## config.mk

```make
export PLATFORM = sky130hd
export DESIGN_NAME = program_counter
export DESIGN_NICKNAME = d
export VERILOG_FILES = /design/src/rtl/riscv_pkg.sv /design/src/rtl/pc_next_mux.sv /design/src/rtl/program_counter.sv
export SDC_FILE = /design/constraint.sdc
export NUM_CORES = 1
export LEC_CHECK = 0
export BUFFER_PORTS_ARGS = -buffer_cell sky130_fd_sc_hd__buf_2
export CAP_MARGIN = 10
export CORE_MARGIN = 3
export CORE_UTILIZATION = 25
export CTS_BUF_LIST = sky130_fd_sc_hd__clkbuf_2
export DETAILED_ROUTE_END_ITERATION = 16
export SETUP_SLACK_MARGIN = 0.15
export SYNTH_ARGS = -nofsm -noshare
export SYNTH_HDL_FRONTEND = slang
export SYNTH_SLANG_ARGS = --single-unit
```

## constraint.sdc

```tcl
create_clock -name CLK -period 2 [get_ports CLK]
set_clock_uncertainty 0.1 [all_clocks]
set_input_delay 0.1 -clock CLK [delete_from_list [all_inputs] [get_ports CLK]]
set_output_delay 0.1 -clock CLK [all_outputs]
set_load 0.01 [all_outputs]
```

## src/rtl/riscv_pkg.sv

```systemverilog
// Shared RV32 definitions used by the control unit and the fetch-stage program counter.
package riscv_pkg;

  localparam int XLEN = 32;
  localparam logic [XLEN-1:0] RESET_ADDR = 32'h0000_0000;

  // Code 2'b11 is reserved and decodes as sequential fetch.
  typedef enum logic [1:0] {
    PCSRC_PLUS4  = 2'b00,
    PCSRC_TARGET = 2'b01,
    PCSRC_ALU    = 2'b10
  } pc_src_e;

endpackage

```

## src/rtl/pc_next_mux.sv

```systemverilog
// Combinational next-PC selector: sequential, branch/JAL target, or JALR target from the ALU.
module pc_next_mux
  import riscv_pkg::*;
#(
  parameter int WIDTH = riscv_pkg::XLEN
) (
  input  logic [1:0]       PCSrc,
  input  logic [WIDTH-1:0] PCPlus4,
  input  logic [WIDTH-1:0] PCTarget,
  input  logic [WIDTH-1:0] ALUResult,
  output logic [WIDTH-1:0] PCNext
);

  // Only the selected source reaches PCNext, so X on an unused source stays contained.
  always_comb begin
    PCNext = PCPlus4;
    case (pc_src_e'(PCSrc))
      PCSRC_TARGET: PCNext = PCTarget;
      PCSRC_ALU:    PCNext = ALUResult;
      default:      PCNext = PCPlus4;
    endcase
  end

endmodule

```

## src/rtl/program_counter.sv

```systemverilog
// RV32 fetch-stage PC register with async active-low reset, +4 adder and next-PC selection.
module program_counter
  import riscv_pkg::*;
#(
  parameter int              XLEN       = riscv_pkg::XLEN,
  parameter logic [XLEN-1:0] RESET_ADDR = riscv_pkg::RESET_ADDR
) (
  input  logic            CLK,
  input  logic            Reset,
  input  logic [1:0]      PCSrc,
  input  logic [XLEN-1:0] PCTarget,
  input  logic [XLEN-1:0] ALUResult,
  output logic [XLEN-1:0] PC,
  output logic [XLEN-1:0] PCPlus4
);

  logic [XLEN-1:0] pc_next;

  // Modulo 2^XLEN: the top word address rolls over to zero with no flag.
  assign PCPlus4 = PC + XLEN'(4);

  pc_next_mux #(
    .WIDTH(XLEN)
  ) u_pc_next_mux (
    .PCSrc    (PCSrc),
    .PCPlus4  (PCPlus4),
    .PCTarget (PCTarget),
    .ALUResult(ALUResult),
    .PCNext   (pc_next)
  );

  always_ff @(posedge CLK or negedge Reset) begin
    if (!Reset) PC <= RESET_ADDR;
    else        PC <= pc_next;
  end

endmodule

```

==> impl_metrics.ini, run 1 <==
[yosys]
synthesis.area_sq_um = 2126
synth_fp_nets = 314
synth_edf_count = 0
synth_cell_type_count = 31
netlist_instances = 243
synth_warnings = 0
ys_seq_elements = 32
avgSynthCellArea_sq_um = 8.748
synth_top_flop_cell = dfrtp_1
synth_top_area_share = 0.3767
ys_seq_area_frac = 0.3767
synthTopCellsByArea = dfrtp_1 (38%), a221oi_1 (7.0%), nand2_1 (5.7%)
synth_area_leader_cell = dfrtp_1
synth-async-reset-ratio = 1.000

[placement]
gp_congestion = 0.7766
portBuffers = 131
dp_hpwl_microns = 6166
place_area_sq_um = 3142

[cts]
cts_tree = done
clk_path_buf_depth = 2
clock_latency_ns = 0.34
cts-buffers-inserted = 5
htree_levels = 2
cts_sinks = 32
path_clk_slew_ns = 0.16
cts-root-buf = clkbuf_2

[finish]
top_regs = PC (32)
drive_above_1_share = 0.5479
largest_register = PC
nets = 550
syn_to_final_growth_pct = 104.7
antenna_cells = 0
largest_register_ffs = 32
stdcell_area_sq_um = 4352

[detailed_routing]
first_pass_iters = 4
wirelength_microns = 9184
dr.first_iter.drc_count = 52
wl_per_cell_microns = 15.70
routed-via-count = 2967
viasPerCell = 5.072
ant_nets = 0
drc = 0

[run]
max_cap_viol_count = 0

[critical_path]
critPathArrivalTime_ns = 2.16
max_stage_delay_ns = 0.59
end_kind = output port
startpoint_type = register
cp-startpoint = PC[4]
path_cells = nand3_2 > or4_4 > or4b_4 > nand2_2 > buf_6
path_max_fanout = 6
r2r_start = PC[4]
cpMaxStageDelayCell = or4_4
crit_family = simple AND/OR/NAND/NOR gates
cp.buffers_inverters = 1
crit_type = register to output port
r2r_setup_slack_ns = 0
required_ns = 1.80

[min_path]
hp-start = PCTarget[11]
hold_class = input port to register

[timing]
setup_tns_ns = -4.854
tightest_slew_ns = 0.7687
final.min_clock_period_ns = 2.358
layout_setup_ws_ns = -0.3581
timing.fmax_mhz = 424.1
slew_viol_final = 0
hold_viol = 0
grt_setup_unrepaired = true
relSlewSlack = 0.4875
setup_viol = 22
fin_crit_sh = 1.179

[floorplanning]
fp-row-count = 33
initial_core_util = 0.2587
io_pins = 132
coreArea_sq_um = 8217
die_h_microns = 98.21
die_x_microns = 98.21
dieArea_sq_um = 9645

[global_routing]
antenna_found_initial = 0
grt_pass1_vias = 3058
grt_remaining_overflow = 0
grt_pass1_wl_microns = 14570
grt_max_degree = 37
track_usage = 0.1854

[power]
p_per_area_nw_per_um2 = 560.8
ir_worst_vdd_v = 0.0002692
p_leak_uw = 0.002086

[outcome]
violations = setup timing
outcome = complete, but fails checks
## worst register-to-register path: cells and delay by family (launching register included)
family	cells	cell delay (ns)
flops	1	0.40
simple gates	3	1.22
compound gates	1	0.22
## final timing paths
path                                    end  cells after the start
worst max-delay path            PCPlus4[29]                      5
worst min-delay path                 PC[11]                      4
worst max register to register       PC[27]                      4
worst min register to register        PC[1]                      2
max in group asynchronous             PC[2]                      2
min in group asynchronous            PC[28]                      2
## repair_timing
action,in CTS,in global routing
buffers inserted,13,8
endpoints found under the setup margin,40,42
pin swaps,19,23
gates cloned,2,0
hold endpoints to repair,62,0
hold buffers,59,0
resized for setup,56,29
## logic make-up (layout without fill, tap and decap cells)
logic type / count (synthesis) / in the layout / synth area share
simple gates: 90 / 90 / 0.2313
compound gates: 80 / 80 / 0.2719
flops: 32 / 32 / 0.3767
buf+inv: 26 / 263 / 0.05296
xor+xnor: 12 / 12 / 0.04944
fa+ha+maj: 3 / 3 / 0.01766
## synth_stat cells, types with 6 or more instances
master and instances:
a21o_1 9, a221oi_1 17, a22oi_1 15, a31oi_1 16, and4_1 6, clkbuf_1 18, dfrtp_1 32, nand2_1 32
nand3_1 8, nand4_1 11, nor2_1 10, o21ai_0 9, o31ai_1 12, or4_1 12, xnor2_1 8
## placed cells by master, fill, tap and decap left out, types with 3 or more instances in the layout
master / instances
a21o_1: 9
a221oi_1: 17
a22oi_1: 15
a31oi_1: 13
and4_4: 3
buf_2: 124
buf_4: 47
buf_6: 18
clkbuf_2: 7
dfrtp_1: 24
dfrtp_2: 8
dlygate4sd3_1: 59
inv_1: 4
nand2_1: 22
nand2_2: 9
nand3_1: 8
nand4_1: 11
nor2_1: 10
o21ai_0: 8
o31ai_2: 4
o31ai_4: 7
or4_1: 3
or4_4: 10
xnor2_2: 5
xor2_1: 4
## metrics by stage
| stage | utilization | power (uW) | instances | setup slack (ns) | hold slack [ns] |
|---|---|---|---|---|---|
| after global placement | 0.3824 | 1824 | 495 | 0.01281 | 0.1053 |
| after global routing | 0.5296 | 2600 | 585 | -0.4666 | 0.03405 |
| final | 0.5296 | 2441 | 585 | -0.3581 | 0.03090 |
| after floorplan | - | 1306 | 243 | 0.02687 | -0.2956 |
| after CTS | 0.5054 | 2372 | 577 | -0.4141 | 0.001462 |
| after detailed placement | 0.3824 | 1837 | 495 | 0.005001 | 0.1145 |
## area by class of cell
cell class | count | area [sq um]
clock buffer | 7 | 35.03
clock inverter | 1 | 3.754
fill | 758 | 3865
inverter | 4 | 15.01
multi-input combinational | 185 | 1534
sequential | 32 | 810.8
tap | 105 | 131.4
timing repair buffer | 251 | 1822
## where the power goes
group | switching, uW | internal (uW)
logic | 622 | 662
clock network | 218 | 94.0
registers | 90.4 | 754
total | 930 | 1510
## layer usage
| metal | part of all wire | vias to the layer above | wire [microns] | global-route usage |
|---|---|---|---|---|
| met5 | 0 | - | 0 | 0 |
| met4 | 0.015 | 0 | 142 | 0.05357 |
| met3 | 0.066 | 10 | 605 | 0.03857 |
| met2 | 0.49 | 118 | 4497 | 0.3241 |
| met1 | 0.43 | 1412 | 3938 | 0.2307 |
| li1 | - | 1427 | - | - |
Note: power is estimated with default switching activity, not from simulation.
==> inputs of run 2 (changes only) <==
- CELL_PAD_IN_SITES_DETAIL_PLACEMENT: unset -> 1
- CELL_PAD_IN_SITES_GLOBAL_PLACEMENT: unset -> 1
- CORE_ASPECT_RATIO: unset -> 1.25
- PLACE_DENSITY: unset -> 0.74
==> impl_metrics.ini, run 2 (same netlist as run 1, synthesis figures left out) <==
[outcome]
outcome = complete, but fails checks
violations = setup timing

[critical_path]
cpMaxStageDelayCell = or4_4
r2r_start = PC[11]
r2r_setup_slack_ns = -0.03
path_cells = buf_6 > and2_4 > nand4_1 > buf_6 > or4_4 > nand2_1 > buf_2
max_stage_delay_ns = 0.49
required_ns = 1.80
reg2regPathDepth = 7
cp_common_cell = buf_6
crit_type = register to output port
r2r-end = PC[23]
startpoint_type = register
critPathArrivalTime_ns = 2.22
path_max_fanout = 6
end_kind = output port

[timing]
final.min_clock_period_ns = 2.421
slew_viol_final = 0
layout_setup_ws_ns = -0.4205
setup_tns_ns = -6.550
grt_setup_unrepaired = true
setup_viol = 23
relSlewSlack = 0.4699
tightest_slew_ns = 0.7951
hold_viol = 0
timing.fmax_mhz = 413.1
fin_crit_sh = 1.210

[finish]
drive_above_1_share = 0.5723
syn_to_final_growth_pct = 112.4
largest_register = PC
fillers = 927
multi_input_comb_area_sq_um = 1622
top_regs = PC (32)
final_cell_mix = buf_2 (118), dlygate4sd3_1 (58), buf_4 (47)
seqCellArea_sq_um = 810.8
largest_register_ffs = 32
antenna_cells = 0
final_common_cell = buf_2
final_cells = 581
stdcell_area_sq_um = 4516
final_util = 0.5480
nets = 554

[cts]
clk_path_buf_depth = 2
path_clk_slew_ns = 0.17
clock_latency_ns = 0.38
cts_sinks = 32
htree_levels = 2
cts_tree = done
cts-buffers-inserted = 5
cts-root-buf = clkbuf_2

[detailed_routing]
viasPerCell = 5.346
ant_nets = 0
dr.first_iter.drc_count = 75
routed-via-count = 3106
drc = 0
wl_per_cell_microns = 19.78
wirelength_microns = 11490
first_pass_iters = 4

[floorplanning]
initial_core_util = 0.2580
io_pins = 132
die_x_microns = 88.48
fp-row-count = 37
die_h_microns = 109.1
coreArea_sq_um = 8240
dieArea_sq_um = 9652

[global_routing]
track_usage = 0.2237
grt_pass1_vias = 3280
antenna_found_initial = 0
grt_remaining_overflow = 0
grt_pass1_wl_microns = 16620
grt_max_degree = 35

[run]
max_cap_viol_count = 0

[placement]
pre_cts_ws_ns = -0.03359
place_area_sq_um = 3097
dp_hpwl_microns = 6728
place_inst = 484
gp_congestion = 0.8111
portBuffers = 131

[min_path]
hold_class = input port to register
hp-start = PCTarget[5]
hold_path_depth = 3
min_to = PC[5]

[power]
p_leak_uw = 0.002170
p_per_area_nw_per_um2 = 604.2
ir_worst_vdd_v = 0.0003135
-- run 2: changes by cell type in the layout (fill, tap and decap cells not counted), moves of 3 or more --
cell | before | now
nand2_1 | 22 | 17
xnor2_4 | 1 | 4
nand3_4 | 0 | 3
nand2_2 | 9 | 14
buf_2 | 124 | 118
buf_6 | 18 | 32
o31ai_4 | 7 | 3
-- run 2: metrics by stage --
| step | total power, uW | hold WS [ns] |
|---|---|---|
| 6_report | 2728 | 0.005250 |
| 3_5_place_dp | 1843 | 0.1248 |
| 3_3_place_gp | 1816 | 0.1120 |
| 4_1_cts | 2556 | 0.0005484 |
| 5_1_grt | 2894 | -0.001091 |
| 2_1_floorplan | 1306 | -0.2956 |
-- run 2: final cells by class --
type / instances / area share
repair buffers: 255 / 0.4173
multi-input cells: 185 / 0.3591
flip-flops and latches: 32 / 0.1796
well taps: 97 / 0.02688
clock inverters: 3 / 0.008313
clock buffers: 5 / 0.005542
inverters: 4 / 0.003325
-- run 2: worst max path at each step --
stage                       from          end  slack [ns]  cells past startpoint
final                     PC[11]  PCPlus4[22]       -0.42                      7
after global placement     PC[5]  PCPlus4[29]        0.01                      6
after floorplan            PC[4]       PC[29]        0.03                      5
after CTS                  PC[3]  PCPlus4[22]       -0.39                      7
after detailed placement   PC[3]  PCPlus4[29]       -0.03                      6
after global routing      PC[11]  PCPlus4[22]       -0.52                      7
-- run 2: timing repair --
| action | in CTS | in global routing |
|---|---|---|
| gates cloned | 3 | 0 |
| endpoints found under the hold margin | 61 | 0 |
| resized for setup | 69 | 43 |
| setup buffers | 14 | 14 |
| hold buffers | 58 | 0 |
| pin swaps | 27 | 26 |
| endpoints found under the setup margin | 43 | 44 |
-- run 2: critical path: cells and delay by family, from the launching register on --
| kind | cells | cell delay [ns] |
|---|---|---|
| buf+inv | 3 | 0.48 |
| simple gates | 4 | 0.95 |
| flops | 1 | 0.41 |
-- run 2: power breakdown --
part           total, uW  switching, uW  internal (uW)
Sequential           871            116            755
Combinational       1410            683            730
Clock                445            241            204
-- run 2: routing by layer --
metal / track usage / part of all wire / wire [microns]
met4: 0.06803 / 0.020 / 235
met1: 0.2418 / 0.36 / 4170
met5: 0 / 0 / 0
met2: 0.4257 / 0.57 / 6508
met3: 0.04762 / 0.050 / 576
